File: src/rtl/seq_det_scheduler_pkg.sv
// rtl/seq_det_scheduler_pkg.sv - FSM encoding and pattern constants for the serial detector sequencer
package seq_det_scheduler_pkg;

  typedef enum logic [1:0] {
    ST_IDLE   = 2'd0,
    ST_SHIFT  = 2'd1,
    ST_DRAIN  = 2'd2,
    ST_REPORT = 2'd3
  } state_e;

  localparam int PAT_LEN = 3;
  localparam logic [PAT_LEN-1:0] PATTERN = 3'b101;

  function automatic logic pat_match(input logic [PAT_LEN-2:0] hist, input logic bit_in);
    return {hist, bit_in} == PATTERN;
  endfunction

endpackage

File: src/rtl/seq_det_scheduler_if.sv
// rtl/seq_det_scheduler_if.sv - word-in / count-out handshake bundle of the detector sequencer
interface seq_det_scheduler_if #(
  parameter int W  = 8,
  parameter int CW = $clog2(W + 1)
);
  import seq_det_scheduler_pkg::*;

  logic          in_valid;
  logic          in_ready;
  logic [W-1:0]  in_data;
  logic          out_valid;
  logic          out_ready;
  logic [CW-1:0] out_count;
  logic          out_any;

  modport master (
    output in_valid, in_data, out_ready,
    input  in_ready, out_valid, out_count, out_any
  );

  modport slave (
    input  in_valid, in_data, out_ready,
    output in_ready, out_valid, out_count, out_any
  );

endinterface

File: src/rtl/seq_det_scheduler_bit_pattern_det.sv
// rtl/seq_det_scheduler_bit_pattern_det.sv - serial overlapping "101" detector with registered hit flag
module bit_pattern_det
  import seq_det_scheduler_pkg::*;
(
  input  logic clk,
  input  logic rst,
  input  logic clr,
  input  logic bit_vld,
  input  logic bit_in,
  output logic hit
);

  logic [PAT_LEN-2:0] hist_q, hist_d;
  logic               hit_q, hit_d;

  // hit is a one-cycle pulse per matching bit; it drops whenever no bit is presented
  always_comb begin
    hist_d = hist_q;
    hit_d  = 1'b0;
    if (clr) begin
      hist_d = '0;
    end else if (bit_vld) begin
      hist_d = {hist_q[PAT_LEN-3:0], bit_in};
      hit_d  = pat_match(hist_q, bit_in);
    end
  end

  always_ff @(posedge clk) begin
    if (rst) begin
      hist_q <= '0;
      hit_q  <= 1'b0;
    end else begin
      hist_q <= hist_d;
      hit_q  <= hit_d;
    end
  end

  assign hit = hit_q;

endmodule

File: src/rtl/seq_det_scheduler.sv
// rtl/seq_det_scheduler.sv - accepts words, feeds them MSB-first to the serial detector, reports hit counts
module seq_det_scheduler
  import seq_det_scheduler_pkg::*;
#(
  parameter int W          = 8,
  parameter int CW         = $clog2(W + 1),
  parameter bit CARRY_HIST = 1'b1
) (
  input  logic                 clk,
  input  logic                 rst,
  seq_det_scheduler_if.slave   bus,
  output logic                 busy
);

  localparam int BW = $clog2(W);
  localparam logic [BW-1:0] LAST_BIT = BW'(W - 1);

  state_e         state_q, state_d;
  logic [W-1:0]   sreg_q, sreg_d;
  logic [BW-1:0]  bit_cnt_q, bit_cnt_d;
  logic [CW-1:0]  hit_cnt_q, hit_cnt_d;

  logic accept;
  logic det_clr;
  logic bit_vld;
  logic det_hit;

  assign accept  = bus.in_valid && bus.in_ready;
  assign det_clr = accept && !CARRY_HIST;

  bit_pattern_det u_det (
    .clk     (clk),
    .rst     (rst),
    .clr     (det_clr),
    .bit_vld (bit_vld),
    .bit_in  (sreg_q[W-1]),
    .hit     (det_hit)
  );

  always_ff @(posedge clk) begin
    if (rst) begin
      state_q <= ST_IDLE;
    end else begin
      state_q <= state_d;
    end
  end

  always_comb begin
    state_d = state_q;
    case (state_q)
      ST_IDLE:   if (accept) state_d = ST_SHIFT;
      ST_SHIFT:  if (bit_cnt_q == LAST_BIT) state_d = ST_DRAIN;
      ST_DRAIN:  state_d = ST_REPORT;
      ST_REPORT: if (bus.out_ready) state_d = ST_IDLE;
      default:   state_d = ST_IDLE;
    endcase
  end

  always_comb begin
    bus.in_ready  = (state_q == ST_IDLE) && !rst;
    bus.out_valid = (state_q == ST_REPORT);
    bus.out_count = (state_q == ST_REPORT) ? hit_cnt_q : '0;
    bus.out_any   = (state_q == ST_REPORT) && (hit_cnt_q != '0);
    busy          = (state_q != ST_IDLE);
    bit_vld       = (state_q == ST_SHIFT);
  end

  // The flag seen in SHIFT/DRAIN always belongs to a bit of the current word:
  // it is registered one cycle behind its bit and falls back to 0 outside SHIFT.
  always_comb begin
    sreg_d    = sreg_q;
    bit_cnt_d = bit_cnt_q;
    hit_cnt_d = hit_cnt_q;
    if (accept) begin
      sreg_d    = bus.in_data;
      bit_cnt_d = '0;
      hit_cnt_d = '0;
    end
    if (state_q == ST_SHIFT) begin
      sreg_d    = {sreg_q[W-2:0], 1'b0};
      bit_cnt_d = bit_cnt_q + 1'b1;
    end
    if (((state_q == ST_SHIFT) || (state_q == ST_DRAIN)) && det_hit) begin
      hit_cnt_d = hit_cnt_q + 1'b1;
    end
  end

  always_ff @(posedge clk) begin
    if (rst) begin
      sreg_q    <= '0;
      bit_cnt_q <= '0;
      hit_cnt_q <= '0;
    end else begin
      sreg_q    <= sreg_d;
      bit_cnt_q <= bit_cnt_d;
      hit_cnt_q <= hit_cnt_d;
    end
  end

endmodule

File: src/flat_wrapper.sv
// flat-port wrapper written by rule: the top's interface ports become plain ports
module seq_det_scheduler_flat import seq_det_scheduler_pkg::*;
#(
  parameter int W          = 8,
  parameter int CW         = $clog2(W + 1),
  parameter bit CARRY_HIST = 1'b1
)
  (clk, rst, busy, bus_in_valid, bus_in_data, bus_out_ready, bus_in_ready, bus_out_valid, bus_out_count, bus_out_any);
  seq_det_scheduler_if #(.W(W), .CW(CW)) bus_i ();
  input  logic clk;
  input  logic rst;
  output logic busy;
  input wire logic [$bits(bus_i.in_valid)-1:0] bus_in_valid;
  input wire logic [$bits(bus_i.in_data)-1:0] bus_in_data;
  input wire logic [$bits(bus_i.out_ready)-1:0] bus_out_ready;
  output wire logic [$bits(bus_i.in_ready)-1:0] bus_in_ready;
  output wire logic [$bits(bus_i.out_valid)-1:0] bus_out_valid;
  output wire logic [$bits(bus_i.out_count)-1:0] bus_out_count;
  output wire logic [$bits(bus_i.out_any)-1:0] bus_out_any;
  assign bus_i.in_valid = bus_in_valid;
  assign bus_i.in_data = bus_in_data;
  assign bus_i.out_ready = bus_out_ready;
  assign bus_in_ready = bus_i.in_ready;
  assign bus_out_valid = bus_i.out_valid;
  assign bus_out_count = bus_i.out_count;
  assign bus_out_any = bus_i.out_any;
  seq_det_scheduler #(.W(W), .CW(CW), .CARRY_HIST(CARRY_HIST)) u_core (.clk(clk), .rst(rst), .bus(bus_i), .busy(busy));
endmodule
File: config.mk
export PLATFORM = sky130hd
export DESIGN_NAME = seq_det_scheduler_flat
export DESIGN_NICKNAME = d
export VERILOG_FILES = /design/src/rtl/seq_det_scheduler_pkg.sv /design/src/rtl/seq_det_scheduler_if.sv /design/src/rtl/seq_det_scheduler_bit_pattern_det.sv /design/src/rtl/seq_det_scheduler.sv /design/src/flat_wrapper.sv
export SDC_FILE = /design/constraint.sdc
export NUM_CORES = 1
export LEC_CHECK = 0
export ABC_AREA = 1
export CAP_MARGIN = 20
export CORE_MARGIN = 1.5
export CORE_UTILIZATION = 54
export CTS_BUF_LIST = sky130_fd_sc_hd__clkbuf_8 sky130_fd_sc_hd__clkbuf_16
export CTS_CLUSTER_DIAMETER = 200
export DETAILED_ROUTE_END_ITERATION = 10
export DONT_BUFFER_PORTS = 1
export PLACE_DENSITY = 0.7
export RECOVER_POWER = 25
export SYNTH_ARGS = -nofsm -noshare
export SYNTH_HDL_FRONTEND = slang
export SYNTH_SLANG_ARGS = --single-unit
File: constraint.sdc
create_clock -name clk -period 1.26 [get_ports clk]
set_input_delay 0.063 -clock clk [delete_from_list [all_inputs] [get_ports clk]]
set_output_delay 0.063 -clock clk [all_outputs]
set_load 0.005 [all_outputs]
==> impl_metrics.csv, run 1 <==
group,metric,value,unit
outcome,status,"completed",
timing,setup_viol_count_final,0,
final_layout,final_util,0.768,
detailed_routing,wire_per_inst,11.5,um
floorplanning,dieArea,2230,um^2
detailed_routing,ant_nets,0,
clocking,numCtsBuffers,3,
timing,hold_slack,0.0379,ns
clocking,clock_path_buffers,2,
timing,slew_headroom,0.765,
detailed_routing,vias,993,
synthesis,synth_area,1050,um^2
final_layout,num_antenna_cells,0,
floorplanning,die_w,47.2,um
synthesis,postSynthCellCount,157,
setup_path,r2r_end,"u_core.sreg_q[4]",
synthesis,ys_seq_area_frac,0.380,
power,seq_power_share,0.346,
grt,antenna_found_initial,0,
floorplanning,pin_count,20,
hold_path,worstHoldStart,"bus_in_data[7]",
synthesis,synth_warnings,0,
place,placed_area,1160,um^2
timing,hold_viol,0,
final_layout,layout.nets,197,
clocking,cts.sinks,20,
timing,fmax,809,MHz
setup_path,r2r_slack,0.02,ns
detailed_routing,route.detailed.drc,0,
grt,grt_overflow_total,0,
hold_path,min_to,"u_core.sreg_q[7]",
final_layout,mostFrequentLayoutCells,"nand2_1, dfxtp_1, inv_1, buf_4",
grt,grt_pass1_wl,3.29,mm
detailed_routing,dr.pass1.iters,4,
clocking,cts_tree,"yes",
setup_path,critPathCaptureType,"register",
floorplanning,die_y,47.2,um
setup_path,cp.arrival,1.44,ns
final_layout,layout-drive-gt1-share,0.263,
timing,slew_violations,0,
synthesis,postSynthAreaPerCell,6.72,um^2
place,dp_hpwl,1.57,mm
power,switching_power,807,uW
timing,fin_crit,1.24,ns
power,combPwrFrac,0.438,
setup_path,r2r-start,"u_core.state_q[1]",
clocking,htree_levels,1,
timing,tightestPinTransition,0.351,ns
power,clkPwrFrac,0.216,
timing,period_share,0.981,
clocking,clkTransAtPathRegs,0.07,ns
setup_path,start_kind,"register",
grt,first_global_vias,808,
power,intPower,1440,uW
final_layout,area_growth,29.8,%
detailed_routing,vias_per_cell,4.97,
detailed_routing,wirelength,2.30,mm
synthesis,syn_nets,178,
timing,finClkSkew,0.00131,ns
timing,rsz0062_at_grt,"true",
detailed_routing,drtIter0Drc,13,
setup_path,critPathRequiredTime,1.46,ns
setup_path,crit_fanout,5,
clocking,cts-root-buf,"clkbuf_8",
hold_path,min_path_type,"in -> reg",
hold_path,holdPathStages,4,
floorplanning,rows,15,
setup_path,criticalPathCategory,"reg -> reg",
place,place.gp.congestion,0.849,
final_layout,num-fill-cells,138,
floorplanning,design.core.area,1780,um^2
synthesis,synth_seq_cells,20,
setup_path,rr_worst_depth,9,
grt,grt_start_max_net_pins,12,
power,leakagePower,0.000668,uW
floorplanning,floorplan.initialDensity,0.592,
synthesis,yosysUniqueCellTypes,15,
grt,grt_util_all_layers,0.211,
job,max_cap_viol_count,0,
power,p_sw_frac,0.359,
power,ir_worst_vdd,1120,uV
final_layout,layout_commonest_cell,"nand2_1",
place,io_buffers,0,
clocking,insertion_delay,0.25,ns
power,pwr_density_cell,1640,nW/um^2
final_layout,finalInstanceArea,1370,um^2
[flip-flops by register name (all words and copies together), names as in the netlist]
register             cells
u_core.sreg_q            8
u_core.hit_cnt_q         4
u_core.bit_cnt_q         3
u_core.u_det.hist_q      2
u_core.u_det.hit         1
u_core.state_q           2
[how the worst max path moves through the flow]
stage                      start                   to  cells after the start
2_1_floorplan  u_core.state_q[0]     u_core.sreg_q[1]                      9
4_1_cts        u_core.state_q[0]     u_core.sreg_q[1]                      9
5_1_grt        u_core.state_q[1]     u_core.sreg_q[7]                      9
6_report       u_core.state_q[1]     u_core.sreg_q[4]                      9
3_5_place_dp   u_core.state_q[1]     u_core.sreg_q[4]                      7
3_3_place_gp   u_core.state_q[0]  u_core.hit_cnt_q[2]                     10
[cells in the mapped netlist, drive strengths merged]
library cell	n	area share
inv	19	0.068
buf	4	0.027
a21oi	7	0.033
nand2	66	0.23
o21ai	12	0.057
a21boi	1	0.0071
nor3	1	0.0047
dfxtp	20	0.38
nand3	7	0.033
nor2	11	0.049
ha	9	0.11
[critical path: stages, from the launching register on]
cell     delay [ns]
dfxtp_2        0.33
inv_2          0.09
ha_4           0.14
inv_2          0.04
nor2_4         0.10
nand2_4        0.08
buf_4          0.16
o21ai_1        0.12
nand2_1        0.07
nand2_1        0.06
[timing repair]
action / in CTS / in global routing
gates cloned: 1 / 0
setup endpoints to repair: 12 / 20
hold endpoints to repair: 11 / 0
hold buffers: 3 / 0
pin swaps: 2 / 4
buffers inserted: 0 / 3
gates resized for setup: 15 / 21
[cell families after synthesis]
family | share of synthesized area
flip-flops | 0.380
buffers and inverters | 0.0949
AND/OR/NAND/NOR | 0.321
AO/OA/AOI/OAI | 0.0973
adder cells (fa/ha/maj) | 0.107
[metal layers]
metal,vias to the layer above,track usage,part of all wire
met3,2,0.0346,0.035
met4,0,0.0667,0.0048
li1,525,-,-
met5,-,0,0
met1,442,0.265,0.46
met2,24,0.370,0.50
[layout make-up]
type	count	area (um^2)	share of cell area
Sequential cell	20	404	0.295
Multi-Input combinational cell	115	658	0.481
Inverter	19	73.8	0.0539
Clock buffer	4	55.1	0.0402
Timing Repair Buffer	17	146	0.107
Tap cell	25	31.3	0.0229
[power by group through the flow]
stage | clock [uW] | sequential (uW) | combinational [uW]
3_5_place_dp | 0 | 781 | 715
6_report | 484 | 777 | 984
4_1_cts | 493 | 773 | 772
2_1_floorplan | 0 | 775 | 511
5_1_grt | 521 | 784 | 1090
3_3_place_gp | 0 | 779 | 696
[metrics by stage]
step                setup TNS (ns)  total power [uW]  std cells  setup slack [ns]
floorplan                        0              1290        157           0.00681
global placement                 0              1470        189           0.00241
detailed placement          -0.148              1500        189           -0.0347
CTS                              0              2040        197           0.00424
global route                -0.196              2390        200           -0.0468
finish                           0              2250        200            0.0240
Note: power is estimated with default switching activity, not from simulation.
==> run 2: changes to the inputs <==
--- a/config.mk
+++ b/config.mk
@@ -8,12 +8,12 @@
 export ABC_AREA = 1
 export CAP_MARGIN = 20
 export CORE_MARGIN = 1.5
-export CORE_UTILIZATION = 54
+export CORE_UTILIZATION = 55
 export CTS_BUF_LIST = sky130_fd_sc_hd__clkbuf_8 sky130_fd_sc_hd__clkbuf_16
 export CTS_CLUSTER_DIAMETER = 200
 export DETAILED_ROUTE_END_ITERATION = 10
 export DONT_BUFFER_PORTS = 1
-export PLACE_DENSITY = 0.7
+export PLACE_DENSITY = 0.68
 export RECOVER_POWER = 25
 export SYNTH_ARGS = -nofsm -noshare
 export SYNTH_HDL_FRONTEND = slang
==> constraint.sdc (replaced) <==
create_clock -name clk -period 1.29 [get_ports clk]
set_input_delay 0.0645 -clock clk [delete_from_list [all_inputs] [get_ports clk]]
set_output_delay 0.0645 -clock clk [all_outputs]
set_load 0.005 [all_outputs]
==> impl_metrics.csv, run 2 (same netlist as run 1, synthesis figures left out) <==
group,metric,value,unit
setup_path,critPathRequiredTime,1.48,ns
grt,grtUsageMet3,0.0615,
setup_path,start_kind,"register",
grt,grt-busiest-layer,"met2",
detailed_routing,wirelength,2.52,mm
clocking,cts.sinks,20,
clocking,clkTransAtPathRegs,0.07,ns
floorplanning,pin_count,20,
clocking,clock_path_buffers,2,
final_layout,top_regs,"u_core.sreg_q: 8 flops, u_core.hit_cnt_q: 4 flops, u_core.bit_cnt_q: 3 flops",
timing,tns,0,ns
setup_path,cp_slowest_cell,"dfxtp_2",
grt,use_met2,0.375,
detailed_routing,drtIter0Drc,15,
timing,fin_crit,1.28,ns
clocking,htree_levels,1,
grt,grt_util_all_layers,0.232,
place,dp_hpwl,1.59,mm
grt,first_global_vias,857,
grt,grt_start_max_net_pins,12,
setup_path,cp.arrival,1.47,ns
power,pwr_density_cell,1590,nW/um^2
detailed_routing,wire_per_inst,12.9,um
setup_path,critPathCaptureType,"register",
setup_path,r2r-start,"u_core.bit_cnt_q[0]",
detailed_routing,ant_nets,0,
timing,hold_viol,0,
floorplanning,die_y,46.8,um
timing,slew_headroom,0.761,
timing,fmax,784,MHz
power,power.total,2150,uW
final_layout,area_growth,28.0,%
place,place.gp.congestion,0.794,
place,io_buffers,0,
floorplanning,design.core.area,1760,um^2
final_layout,layout-drive-gt1-share,0.240,
hold_path,holdPathStages,2,
floorplanning,die_w,46.8,um
setup_path,r2r_end,"u_core.state_q[0]",
final_layout,top_register,"u_core.sreg_q",
floorplanning,dieArea,2190,um^2
detailed_routing,route.detailed.drc,0,
detailed_routing,dr.pass1.iters,4,
setup_path,cpPeakStageDelay,0.33,ns
job,max_cap_viol_count,0,
setup_path,setup.worst_path.end,"u_core.state_q[0]",
clocking,insertion_delay,0.26,ns
grt,grt_pass1_wl,3.53,mm
grt,antenna_found_initial,0,
setup_path,crit_start,"u_core.bit_cnt_q[0]",
timing,slew_violations,0,
final_layout,largest_register_ffs,8,
final_layout,num_antenna_cells,0,
final_layout,layout.nets,194,
timing,period_share,0.989,
setup_path,crit_fanout,3,
setup_path,rr_worst_depth,9,
grt,use_met1,0.285,
setup_path,criticalPathCategory,"reg -> reg",
hold_path,min_path_type,"in -> reg",
detailed_routing,vias_per_cell,5.19,
setup_path,critPathTopFamily,"simple AND/OR/NAND/NOR gates",
timing,finClkSkew,0.00416,ns
floorplanning,floorplan.initialDensity,0.598,
timing,tightestPinTransition,0.354,ns
setup_path,cp_num_cells,9,
setup_path,r2r_slack,0.01,ns
clocking,cts_tree,"yes",
setup_path,timing.critical_path.buf_inv,2,
power,ir_worst_vdd,874,uV
final_layout,mostFrequentLayoutCells,"nand2_1, dfxtp_1, inv_1, buf_4, nor2_1",
setup_path,crit_chain,"ha_1, ha_1, inv_1, nand2_1, nand2_2, inv_1, nand3_1, nand2_1, nor2_1",
power,leakagePower,0.000654,uW
outcome,status,"completed",
clocking,numCtsBuffers,3,
final_layout,layout_commonest_cell,"nand2_1",
timing,rsz0062_at_grt,"true",
floorplanning,rows,15,
grt,grt_overflow_total,0,
timing,setup_viol_count_final,0,
clocking,cts-root-buf,"clkbuf_8",
detailed_routing,vias,1018,
clocking,cts_setup_buffers,0,
[run 2: power breakdown]
| part | internal, uW | switching [uW] | leakage (uW) |
|---|---|---|---|
| Clock | 208 | 203 | 0.0000216 |
| Sequential | 709 | 63.2 | 0.000164 |
| Combinational | 423 | 541 | 0.000469 |
[run 2: metrics by stage]
| stage | util | std cells | setup slack [ns] | cell area [um^2] | hold slack, ns |
|---|---|---|---|---|---|
| final | 0.765 | 196 | 0.0144 | 1350 | 0.0250 |
| after floorplan | - | 157 | 0.00173 | 1060 | 0.134 |
| after detailed placement | 0.650 | 190 | -0.0526 | 1150 | 0.142 |
| after global placement | 0.650 | 190 | 0.0110 | 1150 | 0.136 |
| after global routing | 0.765 | 196 | -0.0660 | 1350 | 0.0248 |
| after CTS | 0.694 | 195 | 0.00285 | 1220 | 0.0118 |
[run 2: layer usage]
metal  routed length (um)  vias up
li1                     -      518
met2                 1280       35
met4                   68        0
met1                 1060      458
met3                  108        7
met5                    0        -
[run 2: cell type report]
| cell class | count | area (um^2) |
|---|---|---|
| clock buffers | 3 | 41.3 |
| fillers | 143 | 414 |
| inverters | 19 | 76.3 |
| multi-input cells | 115 | 654 |
| flip-flops and latches | 20 | 407 |
| well taps | 25 | 31.3 |
| repair buffers | 14 | 140 |
[run 2: worst min path at each step]
stage | start | endpoint
3_3_place_gp | rst | u_core.hit_cnt_q[1]
4_1_cts | bus_in_valid | u_core.sreg_q[0]
2_1_floorplan | rst | u_core.hit_cnt_q[1]
5_1_grt | rst | u_core.bit_cnt_q[2]
6_report | bus_in_valid | u_core.sreg_q[0]
3_5_place_dp | rst | u_core.hit_cnt_q[1]
[run 2: what timing repair did]
item / in CTS / in global routing
hold buffers: 1 / 0
cloned: 1 / 1
endpoints found under the setup margin: 12 / 22
pin swaps: 1 / 5
hold endpoints to repair: 8 / 0
gates resized for setup: 10 / 32
==> run 3: changes to the inputs <==
==> constraint.sdc (replaced) <==
create_clock -name clk -period 1.3 [get_ports clk]
set_input_delay 0.065 -clock clk [delete_from_list [all_inputs] [get_ports clk]]
set_output_delay 0.065 -clock clk [all_outputs]
set_load 0.005 [all_outputs]
==> impl_metrics.csv, run 3 (same netlist as run 1, synthesis figures left out) <==
group,metric,value,unit
final_layout,layout_commonest_cell,"nand2_1",
timing,slew_violations,0,
clocking,clock_path_buffers,2,
clocking,insertion_delay,0.26,ns
place,io_buffers,0,
job,max_cap_viol_count,0,
detailed_routing,wire_per_inst,12.7,um
clocking,cts.sinks,20,
power,leakagePower,0.000682,uW
detailed_routing,drtIter0Drc,21,
timing,slew_headroom,0.771,
place,dpl.cell_count,190,
detailed_routing,ant_nets,0,
setup_path,critPathCaptureType,"primary output",
final_layout,top_register,"u_core.sreg_q",
setup_path,timing.critical_path.buf_inv,4,
setup_path,critPathRequiredTime,1.24,ns
final_layout,top_regs,"u_core.sreg_q: 8 flops, u_core.hit_cnt_q: 4 flops, u_core.bit_cnt_q: 3 flops",
clocking,cts-root-buf,"clkbuf_8",
timing,hold_viol,0,
floorplanning,floorplan.initialDensity,0.598,
grt,grt_util_all_layers,0.230,
setup_path,cpPeakStageDelay,0.37,ns
timing,finClkSkew,0.00153,ns
timing,fin_crit,1.29,ns
floorplanning,rows,15,
clocking,clkTransAtPathRegs,0.07,ns
timing,period_share,0.992,
clocking,htree_levels,1,
setup_path,criticalPathCategory,"reg -> out",
clocking,numCtsBuffers,3,
final_layout,largest_register_ffs,8,
final_layout,multi_input_comb_area,676,um^2
detailed_routing,wirelength,2.56,mm
hold_path,min_path_type,"in -> reg",
final_layout,stdcell_count,201,
grt,grt_pass1_wl,3.57,mm
place,placed_area,1150,um^2
detailed_routing,route.detailed.drc,0,
power,pwr_density_cell,1600,nW/um^2
power,power.total,2270,uW
timing,setup_viol_count_final,0,
timing,fmax,776,MHz
final_layout,num-fill-cells,126,
timing,tightestPinTransition,0.343,ns
timing,rsz0062_at_grt,"true",
floorplanning,pin_count,20,
setup_path,start_kind,"register",
setup_path,crit_chain,"inv_4, ha_4, inv_4, nor2_4, buf_4, buf_4",
detailed_routing,dr.pass1.iters,4,
final_layout,finalInstanceArea,1420,um^2
final_layout,layout.nets,198,
setup_path,cp.arrival,1.22,ns
clocking,cts_tree,"yes",
detailed_routing,vias_per_cell,5.10,
floorplanning,die_y,46.8,um
power,ir_worst_vdd,1340,uV
final_layout,regArea,407,um^2
grt,first_global_vias,885,
grt,grt_overflow_total,0,
floorplanning,dieArea,2190,um^2
detailed_routing,vias,1025,
final_layout,mostFrequentLayoutCells,"nand2_1, dfxtp_1, inv_1, buf_4",
grt,grt_start_max_net_pins,12,
setup_path,crit_fanout,3,
final_layout,area_growth,34.9,%
grt,antenna_found_initial,0,
setup_path,critPathTopFamily,"flip-flops",
final_layout,layout-drive-gt1-share,0.273,
setup_path,cp_slowest_cell,"dfxtp_4",
place,place.gp.congestion,0.761,
outcome,status,"completed",
floorplanning,design.core.area,1760,um^2
final_layout,num_antenna_cells,0,
place,dp_hpwl,1.45,mm
floorplanning,die_w,46.8,um
## run 3: per-stage QoR
step                      utilization  hold WS, ns  TNS [ns]  setup slack [ns]
after detailed placement        0.650        0.140    -0.641           -0.0740
final                           0.806       0.0219         0            0.0110
after floorplan                     -        0.134         0           0.00513
after global placement          0.650        0.139    -0.518           -0.0595
after global routing            0.806       0.0395    -0.244           -0.0403
after CTS                       0.716       0.0100         0           0.00325
## run 3: routing by layer
metal,vias to the layer above,track usage,wire (um)
met5,-,0,0
met4,0,0.100,53
li1,524,-,-
met1,464,0.275,1080
met3,4,0.0462,109
met2,33,0.400,1310
## run 3: worst paths after layout
kind | to | cells after the start | from | slack, ns
max | bus_in_ready | 6 | u_core.state_q[0] | 0.01
min | u_core.bit_cnt_q[1] | 3 | rst | 0.02
max reg2reg | u_core.sreg_q[1] | 9 | u_core.state_q[0] | 0.02
min reg2reg | u_core.u_det.hit | 2 | u_core.u_det.hist_q[1] | 0.45
## run 3: final cells by class
type | count | area share
inverter | 19 | 0.0554
sequential | 20 | 0.286
tap | 25 | 0.0220
multi-input combinational | 115 | 0.475
timing repair buffer | 18 | 0.123
clock buffer | 4 | 0.0387
## run 3: worst register-to-register path, cell delays in order, from the launching register on
cell and delay, ns:
dfxtp_4 0.37, inv_4 0.07, ha_4 0.14, inv_4 0.04
nor2_4 0.13, nand2_4 0.09, buf_8 0.15, o21ai_1 0.12
nand2_1 0.06, nand2_1 0.06
## run 3: timing repair
item / CTS / global route
hold endpoints to repair: 11 / 0
hold buffers: 3 / 0
gates resized for setup: 10 / 41
setup endpoints to repair: 14 / 18
buffers inserted: 0 / 2
gates cloned: 1 / 1
pin swaps: 2 / 8
## run 3: power breakdown
group          switching, uW  internal (uW)  leakage [uW]
sequential              63.6            704      0.000164
combinational            562            470      0.000490
clock                    203            270     0.0000288
total                    829           1440      0.000682
